## src/rtl/gearbox_stream_gen_if.sv

```systemverilog
// Valid/ready beat stream between the stimulus generator (master) and the DUT input side (slave).
interface gearbox_stream_gen_if #(
    parameter int unsigned DATA_W = 24
) ();
    logic              data_en;
    logic              data_last;
    logic [DATA_W-1:0] data_out;
    logic              data_rdy;

    modport master (
        output data_en,
        output data_last,
        output data_out,
        input  data_rdy
    );

    modport slave (
        input  data_en,
        input  data_last,
        input  data_out,
        output data_rdy
    );
endinterface

```

## src/rtl/gearbox_stream_gen.sv

```systemverilog
// Framed, lane-incrementing stream source with throttle modes, frame gap and frame count.
module gearbox_stream_gen #(
    parameter int unsigned       DATA_W     = 24,
    parameter int unsigned       BYTE_W     = 8,
    parameter logic [DATA_W-1:0] INIT_DATA  = 24'h30_20_10,
    parameter int unsigned       INC_STEP   = 1,
    parameter int unsigned       START_DLY  = 1000,
    parameter int unsigned       FRAME_LEN  = 9010,
    parameter int unsigned       GAP_LEN    = 0,
    parameter int unsigned       NUM_FRAMES = 1,
    parameter int unsigned       MODE       = 0,
    parameter logic [15:0]       SEED       = 16'hACE1
) (
    input  logic                 clk_200m,
    input  logic                 reset_n,
    input  logic                 gen_en,
    gearbox_stream_gen_if.master strm,
    output logic [31:0]          frame_cnt,
    output logic                 done
);

    localparam int unsigned       LANES    = DATA_W / BYTE_W;
    localparam logic [15:0]       SEED_EFF = (SEED == 16'h0) ? 16'h0001 : SEED;
    localparam logic [31:0]       LAST_IDX = 32'(FRAME_LEN - 1);
    localparam logic [BYTE_W-1:0] STEP     = BYTE_W'(INC_STEP);

    typedef enum logic [1:0] {
        S_IDLE,
        S_RUN,
        S_GAP,
        S_DONE
    } state_t;

    state_t            state_q, state_d;
    logic [31:0]       dly_q, dly_d;
    logic [31:0]       gap_q, gap_d;
    logic [31:0]       beat_q, beat_d;
    logic [31:0]       cyc_q, cyc_d;
    logic [15:0]       lfsr_q, lfsr_d;
    logic              en_q, en_d;
    logic              last_q, last_d;
    logic [DATA_W-1:0] data_q, data_d;
    logic [31:0]       frame_q, frame_d;
    logic              done_q, done_d;

    logic throttle;
    logic xfer;
    logic xfer_last;
    logic issue_ok;
    logic issue;

    always_comb begin
        unique case (MODE)
            32'd1:   throttle = cyc_q[1];
            32'd2:   throttle = lfsr_q[0];
            default: throttle = 1'b1;
        endcase
    end

    assign xfer      = en_q && strm.data_rdy;
    assign xfer_last = xfer && last_q;

    always_comb begin
        state_d  = state_q;
        dly_d    = '0;
        gap_d    = '0;
        beat_d   = beat_q;
        frame_d  = frame_q;
        done_d   = done_q;
        data_d   = data_q;
        issue_ok = 1'b0;
        cyc_d    = cyc_q + 32'd1;
        lfsr_d   = {lfsr_q[0] ^ lfsr_q[2] ^ lfsr_q[3] ^ lfsr_q[5], lfsr_q[15:1]};

        if (xfer) begin
            for (int unsigned i = 0; i < LANES; i++) begin
                data_d[i*BYTE_W +: BYTE_W] = data_q[i*BYTE_W +: BYTE_W] + STEP;
            end
            beat_d = last_q ? '0 : beat_q + 32'd1;
        end

        unique case (state_q)
            S_IDLE: begin
                if (gen_en) begin
                    if (dly_q + 32'd1 >= START_DLY) begin
                        state_d = S_RUN;
                    end else begin
                        dly_d = dly_q + 32'd1;
                    end
                end
            end
            S_RUN: begin
                issue_ok = 1'b1;
                if (xfer_last) begin
                    frame_d = frame_q + 32'd1;
                    if ((NUM_FRAMES != 0) && (frame_q + 32'd1 == NUM_FRAMES)) begin
                        state_d  = S_DONE;
                        done_d   = 1'b1;
                        issue_ok = 1'b0;
                    end else if (!gen_en) begin
                        state_d  = S_IDLE;
                        issue_ok = 1'b0;
                    end else if (GAP_LEN > 0) begin
                        state_d  = S_GAP;
                        issue_ok = 1'b0;
                    end
                end
            end
            S_GAP: begin
                // The final gap cycle already makes the issue decision, so the
                // registered beat lands right after exactly GAP_LEN idle cycles.
                if (gap_q + 32'd1 >= GAP_LEN) begin
                    if (gen_en) begin
                        state_d  = S_RUN;
                        issue_ok = 1'b1;
                    end else begin
                        state_d = S_IDLE;
                    end
                end else begin
                    gap_d = gap_q + 32'd1;
                end
            end
            S_DONE: begin
                done_d = 1'b1;
            end
            default: begin
                state_d = S_IDLE;
            end
        endcase

        issue = issue_ok && throttle && (!en_q || xfer);

        if (issue) begin
            en_d   = 1'b1;
            last_d = (beat_d == LAST_IDX);
        end else if (en_q && !xfer) begin
            en_d   = 1'b1;
            last_d = last_q;
        end else begin
            en_d   = 1'b0;
            last_d = 1'b0;
        end
    end

    always_ff @(posedge clk_200m or negedge reset_n) begin
        if (!reset_n) begin
            state_q <= S_IDLE;
            dly_q   <= '0;
            gap_q   <= '0;
            beat_q  <= '0;
            cyc_q   <= '0;
            lfsr_q  <= SEED_EFF;
            en_q    <= 1'b0;
            last_q  <= 1'b0;
            data_q  <= INIT_DATA;
            frame_q <= '0;
            done_q  <= 1'b0;
        end else begin
            state_q <= state_d;
            dly_q   <= dly_d;
            gap_q   <= gap_d;
            beat_q  <= beat_d;
            cyc_q   <= cyc_d;
            lfsr_q  <= lfsr_d;
            en_q    <= en_d;
            last_q  <= last_d;
            data_q  <= data_d;
            frame_q <= frame_d;
            done_q  <= done_d;
        end
    end

    assign strm.data_en   = en_q;
    assign strm.data_last = last_q;
    assign strm.data_out  = data_q;
    assign frame_cnt      = frame_q;
    assign done           = done_q;

endmodule

```

## src/flat_wrapper.sv

```systemverilog
// flat-port wrapper written by rule: the top's interface ports become plain ports
module gearbox_stream_gen_flat 
#(
    parameter int unsigned       DATA_W     = 24,
    parameter int unsigned       BYTE_W     = 8,
    parameter logic [DATA_W-1:0] INIT_DATA  = 24'h30_20_10,
    parameter int unsigned       INC_STEP   = 1,
    parameter int unsigned       START_DLY  = 1000,
    parameter int unsigned       FRAME_LEN  = 9010,
    parameter int unsigned       GAP_LEN    = 0,
    parameter int unsigned       NUM_FRAMES = 1,
    parameter int unsigned       MODE       = 0,
    parameter logic [15:0]       SEED       = 16'hACE1
)
  (clk_200m, reset_n, gen_en, frame_cnt, done, strm_data_en, strm_data_last, strm_data_out, strm_data_rdy);
  gearbox_stream_gen_if #(.DATA_W(DATA_W)) strm_i ();
  input  logic clk_200m;
  input  logic reset_n;
  input  logic gen_en;
  output logic [31:0] frame_cnt;
  output logic done;
  output wire logic [$bits(strm_i.data_en)-1:0] strm_data_en;
  output wire logic [$bits(strm_i.data_last)-1:0] strm_data_last;
  output wire logic [$bits(strm_i.data_out)-1:0] strm_data_out;
  input wire logic [$bits(strm_i.data_rdy)-1:0] strm_data_rdy;
  assign strm_data_en = strm_i.data_en;
  assign strm_data_last = strm_i.data_last;
  assign strm_data_out = strm_i.data_out;
  assign strm_i.data_rdy = strm_data_rdy;
  gearbox_stream_gen #(.DATA_W(DATA_W), .BYTE_W(BYTE_W), .INIT_DATA(INIT_DATA), .INC_STEP(INC_STEP), .START_DLY(START_DLY), .FRAME_LEN(FRAME_LEN), .GAP_LEN(GAP_LEN), .NUM_FRAMES(NUM_FRAMES), .MODE(MODE), .SEED(SEED)) u_core (.clk_200m(clk_200m), .reset_n(reset_n), .gen_en(gen_en), .strm(strm_i), .frame_cnt(frame_cnt), .done(done));
endmodule
```

## config.mk

```make
export PLATFORM = sky130hd
export DESIGN_NAME = gearbox_stream_gen_flat
export DESIGN_NICKNAME = d
export VERILOG_FILES = /design/src/rtl/gearbox_stream_gen_if.sv /design/src/rtl/gearbox_stream_gen.sv /design/src/flat_wrapper.sv
export SDC_FILE = /design/constraint.sdc
export NUM_CORES = 1
export LEC_CHECK = 0
export ABC_CLOCK_PERIOD_IN_PS = 5100
export CORE_MARGIN = 2
export CORE_UTILIZATION = 50
export DETAILED_ROUTE_END_ITERATION = 12
export PLACE_DENSITY = 0.71
export SLEW_MARGIN = 20
export SYNTH_ARGS = -nofsm -noshare
export SYNTH_HDL_FRONTEND = slang
export SYNTH_SLANG_ARGS = --single-unit
```

## constraint.sdc

```tcl
create_clock -name clk_200m -period 5.1 [get_ports clk_200m]
set_clock_uncertainty 0.2 [all_clocks]
set_input_delay 0.51 -clock clk_200m [delete_from_list [all_inputs] [get_ports clk_200m]]
set_output_delay 0.51 -clock clk_200m [all_outputs]
set_load 0.02 [all_outputs]
```

== Word-level counts from Yosys, hierarchy flattened ==
Index checks and enable logic that the tools add are counted.
Widths: inputs -> output; s select.
Storage, ports and cells
  register bits: 157
  input port bits: 4
  output and inout port bits: 59
  logic and storage cells: 70
Cells by class
  add/sub/neg operators: 7
  order comparisons: 2
  equality and inequality tests: 12
  mux-type cells: 27
  reductions and logical operators: 13
Operators with widths (number)
  $mux 32: 7
  $add 32x1->32 const B: 4
  $eq 32x1->1 const B: 1
  $eq 32x14->1 const B: 1
  $ge 32x1->1 const B: 1
  $ge 32x10->1 const B: 1
  $add 8x1->8 const B: 3
  $mux 2: 6
  $mux 1: 11
  $ne 2x1->1 const B: 5
  $pmux 2 s3: 1
  $reduce_and 6->1: 1
  $eq 2x2->1 const B: 2
  $logic_and 1x1->1: 4
  $pmux 1 s2: 2
  $ne 3x2->1 const B: 1
  $reduce_and 3->1: 1
  $reduce_bool 3->1: 1
  $eq 2x1->1 const B: 1
  $logic_not 1->1: 2
  $logic_not 2->1: 1
  $ne 2x2->1 const B: 1
  $reduce_and 2->1: 1
  $reduce_bool 2->1: 1
  $logic_or 1x1->1: 1

== Depth between registers and ports, before layout ==
Gate-level depths: netlist of run 1.
  depth in word-level cells: 7
  gate-level depth with buffers: 12
  depth with buffers taken out: 10

== Worst setup path before layout of run 1 ==
Ideal clock, no wire load.
  path type: register to register
  from: reg u_core.frame_q[0], in the netlist u_core.frame_cnt[0]
  to: reg u_core.state_q[0]
  library setup time: 124 ps
  data arrival time: 2982 ps
  data required time: 4776 ps
  setup slack: 1793 ps
  cell stages (with the launch flop): 11
  path buffers: 0
  period minus slack after synthesis: 3307 ps
  path through: dfrtp_1 -> ha_1 -> nand3_2 -> or4_1 -> or4_1 -> xnor2_1 -> a2111oi_1 -> nand4_1 -> o41ai_2 -> nand3b_2 -> mux2i_1
Between the ends
  word-level cells in the longest chain between the ends: 5
  elaborated cells between the ends (all ways): 7
  classes of those cells: 1 x add/sub; 2 x eq/ne; 3 x mux; 1 x reduce/logical
RTL lines
  start: declaration: line gearbox_stream_gen.sv:43  | logic [31:0] frame_q, frame_d;
  start signal: assignment: line gearbox_stream_gen.sv:168  | frame_q <= frame_d;
  $add 32x1->32 *: line gearbox_stream_gen.sv:96  | if ((NUM_FRAMES != 0) && (frame_q + 32'd1 == NUM_FRAMES)) begin
  $eq 32x1->1 *: line gearbox_stream_gen.sv:96
  $mux 2: line gearbox_stream_gen.sv:96
  $mux 2: line gearbox_stream_gen.sv:94  | if (xfer_last) begin
  $pmux 2 s3: line gearbox_stream_gen.sv:82  | unique case (state_q)
  end signal: assignment: line gearbox_stream_gen.sv:159  | state_q <= state_d;
  end: declaration: line gearbox_stream_gen.sv:34  | state_t state_q, state_d;
Every way passes the cells marked *; elsewhere a longest branch is shown, timed or not. The select of a mux whose other input is x is not followed.
A chain may end at the register's enable or synchronous reset.

== Worst setup path in the final report of run 1 ==
  from: reg u_core.frame_q[0], in the netlist u_core.frame_cnt[0]
  to: reg u_core.en_q, in the netlist u_core.strm.data_en
Between the ends
  word-level cells in the longest chain between the ends: 7
RTL lines
  $add 32x1->32: line gearbox_stream_gen.sv:96
  $eq 32x1->1: line gearbox_stream_gen.sv:96
  $mux 1: line gearbox_stream_gen.sv:96
  $mux 1: line gearbox_stream_gen.sv:94
  $pmux 1 s2: line gearbox_stream_gen.sv:82
  $logic_and 1x1->1: line gearbox_stream_gen.sv:131  | issue = issue_ok && throttle && (!en_q || xfer);
  $mux 1: line gearbox_stream_gen.sv:133  | if (issue) begin
  via u_core.en_d: line gearbox_stream_gen.sv:40  | logic en_q, en_d;
  end signal: assignment: line gearbox_stream_gen.sv:165  | en_q <= en_d;
  end: declaration: line gearbox_stream_gen.sv:40
The timed path passes the listed nets, and every way through them passes these cells.

==> run metrics, run 1 <==
maximum capacitance violations 0; DP Worst Slack 1.33 ns; RSZ-0062 raised after global routing no; Syn-to-layout area delta 21.0%; Critical Path AT 3.69 ns; VDD IR max 0.349 mV; Clock Latency Late Sink 0.42 ns; Remaining Overflow, GRT 0; Diodes inserted 0; setup bufs post-CTS 0; required time of the critical path 5.19 ns; die width 121 um; Total Die Area 0.0146 mm^2; core region area 0.0133 mm^2; final WL 15.3 mm; critical setup path kind register to register; initial antenna violation count 0; final non-filler cell total 986; GRT Total Usage 0.223; CP Launch Type register; met3 WL 843 um; Avg Inst Size Synth 9.46 um^2; cells after synthesis 722; outcome finished, final reports clean; Critical Path, Cell by Cell ha_1, nand3_2, or4_1, or4_1, xnor2_1, a2111oi_1, nand4_1, o41ai_2, a21bo_2, o21ai_0; Net count, final 813; endpoints failing setup 0; Setup crit end kind register; post-layout util 0.621; Yosys warnings 0; setup TNS 0 ns; root cell of the clock tree clkbuf_16; H-tree depth 4; largest net degree at the start of global routing 77; 1st-iter DRT viols 539; crit share post-route 0.706; Yosys top cell by area dfrtp_1; Max stage delay cell, worst path or4_1; Avg Vias per Cell 5.58; commonest non-fill, non-tap cell in the layout dfrtp_1; synth top area cells dfrtp_1 (44%), xnor2_1 (7.7%), xor2_1 (5.0%); CTS tree done; clk slew on worst S/H paths 0.06 ns; slew margin rel. 0.370; Top FF cell, synth dfrtp_1; Chip Height 121 um; max-slew violation count 0; CP peak stage delay 0.54 ns; # DRC 0; Max Fanout on Critical Path 8; most used cell, CP or4_1; final instance area 0.00826 mm^2; Final Hold Fails 0; P per Cell Area 283 mW/mm^2; #FFs+latches synth 125; sequential share of the synthesized area 0.459; Sink Count 125; DP HPWL 10.7 mm; area of placed instances 0.00764 mm^2; Post-synth EDFFs 0; post-synth cell types 73; routed length on met2 7.33 mm; GPL Wtd Cong 0.932; Tightest Pin Transition 0.946 ns; most frequent cells in the layout dfrtp_1 (121), nor2_1 (83), nand2_1 (73); placed insts 954; antenna viol nets, final 0; ys async rst share 1.00; max frequency 0.278 GHz; register area 0.00313 mm^2; Clock Tree Buf Depth 2; Post-Syn Area 0.00683 mm^2; initial core utilization 0.514; Num CTS Buffers 17; TritonRoute pass-1 iters 6; port bufs 62; cell leakage power 3.53 nW; vias in the first global route 5,423; highest metal used met4; Period minus WS final 3.60 ns; met1 wire length 6.96 mm; multi-input logic area 0.00358 mm^2; via count 5,505; Final Worst Setup Slack 1.50 ns; hold buffer count at CTS 0; first-pass GRT wire length 26.0 mm; mean routed wirelength per cell 15.5 um; Min-Delay Path Class input pin to asynchronous set/reset pin; post-cts gate resize count 0; row count 42; Fill cells 1,102; share of the synthesized area in the top cell type 0.443; Ports 63; layout cells sized above 1 0.0815
==> state kept, by name, summed over array words and instances (netlist names) <==
name	flops
u_core.beat_q	32
u_core.dly_q	32
u_core.done	1
u_core.frame_cnt	32
u_core.state_q	2
u_core.strm.data_en	1
u_core.strm.data_last	1
u_core.strm.data_out	24
==> per-layer routing <==
layer	vias up	global-route usage
li1	2671	-
met1	2658	0.290
met3	19	0.0686
met2	157	0.354
met4	0	0.0749
met5	-	0
==> Yosys cell counts (4+ instances only) <==
library cell,instances
a21oi_1,12
a31oi_1,9
and2_1,4
and3_1,25
and4_1,6
buf_2,7
clkbuf_1,19
dfrtp_1,121
dfstp_2,4
ha_1,12
inv_1,17
mux2_2,4
mux2i_1,9
nand2_1,73
nand3_1,51
nand4_1,29
nor2_1,83
nor3_1,21
nor4_1,16
o21ai_0,18
o22ai_1,4
or2_2,6
or3_1,6
or4_1,5
xnor2_1,60
xor2_1,39
==> through the flow <==
stage / hold slack, ns / total power, mW
2_1_floorplan: 0.0144 / 1.06
3_3_place_gp: 0.255 / 1.10
3_5_place_dp: 0.263 / 1.11
4_1_cts: 0.0776 / 2.36
5_1_grt: 0.124 / 2.42
6_report: 0.0452 / 2.34
==> where the power goes <==
part | leakage, nW | internal, mW | total (mW) | switching (mW)
combinational | 1.61 | 0.0230 | 0.0634 | 0.0405
sequential | 1.64 | 1.01 | 1.02 | 0.0167
clock | 0.285 | 0.797 | 1.25 | 0.456
==> critical path: cells and delay by family (launching register included) <==
family | cells | cell delay, ns
AOI/OAI and AO/OA | 4 | 0.95
xor gates and xnor gates | 1 | 0.14
adders and majority gates | 1 | 0.27
DFF | 1 | 0.46
and+or+nand+nor | 4 | 1.44
==> path summary, 6_finish.rpt <==
check | start | endpoint | slack (ns) | depth (start not counted)
max in group asynchronous | reset_n | u_core.dly_q[12] | 3.47 | 2
max reg2reg | u_core.frame_cnt[0] | u_core.strm.data_en | 1.50 | 10
min | reset_n | u_core.dly_q[19] | 0.05 | 1
min reg2reg | u_core.strm.data_out[7] | u_core.strm.data_out[7] | 0.27 | 1
min in group clk_200m | u_core.strm.data_out[7] | u_core.strm.data_out[7] | 0.27 | 1
max | u_core.frame_cnt[0] | u_core.strm.data_en | 1.50 | 10
==> final cells by class <==
cell class | instances | share of cell area
clock buffers | 20 | 0.0553
clock inverters | 12 | 0.0197
inverters | 17 | 0.00772
multi-input cells | 571 | 0.434
flip-flops and latches | 125 | 0.379
well taps | 176 | 0.0267
repair buffers | 65 | 0.0775
==> cells by family (layout without fill, tap and decap cells) <==
family                   after synthesis  after routing  share of synthesized area
AND/OR/NAND/NOR                      356            356                      0.277
flip-flops                           125            125                      0.459
XOR/XNOR                              99             99                      0.127
AO/OA/AOI/OAI                         68             68                     0.0656
buffers and inverters                 47            114                     0.0278
multiplexers                          14             14                     0.0214
adder cells (fa/ha/maj)               12             12                     0.0220
other                                  1             22                   0.000549
Note: power is estimated with default switching activity, not from simulation.
==> run 2: changes to the inputs <==
- ABC_CLOCK_PERIOD_IN_PS: 5100 -> 3070
- PLACE_DENSITY: 0.71 -> 0.74
- clock period: 5.1 -> 3.07 ns (I/O delays scaled with it)
==> run metrics, run 2 (synthesis results as in run 1) <==
Clock Tree Buf Depth 2 (unchanged); TritonRoute pass-1 iters 5 (-1); GR Util met1 0.303 (+0.0134); Num CTS Buffers 17 (unchanged); final instance area 0.00883 mm^2 (+6.9%); H-tree depth 4 (unchanged); VDD IR max 0.414 mV (+19%); Reg2Reg Setup Slack -0.06 ns (-1.56 ns); DP Worst Slack -0.139 ns (-1.47 ns); Fill cells 1,009 (-8.4%); met2 usage 0.377 (+0.0232); mean routed wirelength per cell 15.3 um (-1.3%); setup TNS -0.173 ns (-0.173 ns); endpoints failing setup 4 (+4); worst reg2reg path endpoint u_core.state_q[1]; final WL 16.0 mm (+4.8%); cell leakage power 3.88 nW (+9.9%); Chip Height 121 um (unchanged); initial core utilization 0.514 (unchanged); max-slew violation count 0 (unchanged); layout cells sized above 1 0.166 (+0.0850); worst r2r src u_core.frame_cnt[13]; required time of the critical path 3.20 ns (-1.99 ns); Net count, final 874 (+7.5%); multi-input logic area 0.00369 mm^2 (+2.9%); GPL Wtd Cong 0.939 (+0.76%); CTS tree done; first-pass GRT wire length 27.2 mm (+4.9%); initial antenna violation count 0 (unchanged); final non-filler cell total 1,047 (+6.2%); Max Fanout on Critical Path 2 (-6); Syn-to-layout area delta 29.4%; root cell of the clock tree clkbuf_16; Final Worst Setup Slack -0.0639 ns (-1.56 ns); port bufs 62 (unchanged); CP Launch Type register; row count 42 (unchanged); register area 0.00314 mm^2 (+0.28%); area of placed instances 0.00814 mm^2 (+6.5%); die width 121 um (unchanged); max frequency 0.319 GHz (+15%); Diodes inserted 0 (unchanged); # DRC 0 (unchanged); GRT Total Usage 0.232 (+0.00964); Setup crit end kind register; Critical Path AT 3.26 ns (-0.43 ns); clk slew on worst S/H paths 0.06 ns (about the same); Min-Delay Path Class input pin to asynchronous set/reset pin; critical setup path kind register to register; maximum capacitance violations 0 (unchanged); largest net degree at the start of global routing 49 (-36%); Remaining Overflow, GRT 0 (unchanged); antenna viol nets, final 0 (unchanged); P per Cell Area 431 mW/mm^2 (+52%); slew margin rel. 0.617 (+0.248); crit share post-route 1.02 (+0.315); DP HPWL 11.6 mm (+8.3%); placed insts 1,013 (+6.2%); Avg Vias per Cell 5.53 (-0.92%); FF-to-FF path depth 9 (-1); Ports 63 (unchanged); met3 GRT Util 0.0555 (-0.0132); RSZ-0062 raised after global routing yes; 1st-iter DRT viols 410 (-24%); Final Hold Fails 0 (unchanged); violated checks negative setup slack; core region area 0.0133 mm^2 (unchanged); most frequent cells in the layout dfrtp_1 (114), nor2_1 (82), nand2_1 (73); Clock Latency Late Sink 0.42 ns (about the same); Sink Count 125 (unchanged); commonest non-fill, non-tap cell in the layout dfrtp_1; Total Die Area 0.0146 mm^2 (unchanged); Most Crowded Layer GR met2; outcome complete, but fails checks; Tightest Pin Transition 0.570 ns (-0.376 ns); Period minus WS final 3.13 ns (-0.465 ns); via count 5,792 (+5.2%); vias in the first global route 5,743 (+5.9%)
-- run 2: cell types whose count changed in the layout (fill, tap and decap cells not counted), moves of 2 or more --
cell      change
buf_4        +58
dfrtp_1       -7
dfrtp_2       +7
clkinv_2      +3
buf_12        +2
nor3_1        -2
nor3_2        +2
or4_1         -2
or4_4         +2
-- run 2: final cells by class --
cell class,instances,area share
Multi-Input combinational cell,571,0.418
Sequential cell,125,0.356
Timing Repair Buffer,126,0.127
Inverter,17,0.00722
Tap cell,176,0.0249
Clock inverter,13,0.0159
Clock buffer,19,0.0513
-- run 2: timing repair --
item                       CTS  global route
buffers inserted             0             1
hold buffers                 1             0
gates cloned                 0             0
hold endpoints to repair    37             0
pin swaps                    1             2
resized for setup            9             9
setup endpoints to repair    4            13
-- run 2: worst max path at each step --
stage | from | to | slack (ns)
after detailed placement | u_core.frame_cnt[13] | u_core.state_q[1] | -0.14
after CTS | u_core.frame_cnt[13] | u_core.state_q[1] | -0.05
after floorplan | u_core.frame_cnt[0] | u_core.state_q[0] | -0.06
after global routing | u_core.frame_cnt[0] | u_core.state_q[1] | -0.14
after global placement | u_core.frame_cnt[0] | u_core.state_q[0] | 0.02
final | u_core.frame_cnt[13] | u_core.state_q[1] | -0.06
-- run 2: metal layers --
| metal | routed length (um) | up-vias |
|---|---|---|
| li1 | - | 2789 |
| met1 | 7120 | 2826 |
| met2 | 7810 | 150 |
| met3 | 863 | 27 |
| met4 | 240 | 0 |
| met5 | 0 | - |
-- run 2: critical path, cell delays in order, from the launching register on --
cell       delay (ns)
dfrtp_2          0.36
nand4_1          0.14
or4_4            0.55
or4_4            0.54
xnor2_2          0.15
a2111oi_2        0.20
nand4_1          0.20
o41ai_4          0.36
nand3b_4         0.13
mux2i_1          0.20
-- run 2: per-stage QoR --
stage	utilization	hold slack [ns]	power (mW)
final	0.664	0.228	3.80
after global routing	0.664	0.274	3.93
after CTS	0.661	0.243	3.84
after detailed placement	0.612	0.142	1.84
after global placement	0.612	0.131	1.84
after floorplan	-	-0.189	1.77
-- run 2: power breakdown --
group / leakage, nW / internal (mW) / switching (mW)
Combinational: 1.97 / 0.0424 / 0.0706
Sequential: 1.63 / 1.67 / 0.0281
Clock: 0.282 / 1.24 / 0.751
Total: 3.88 / 2.95 / 0.849
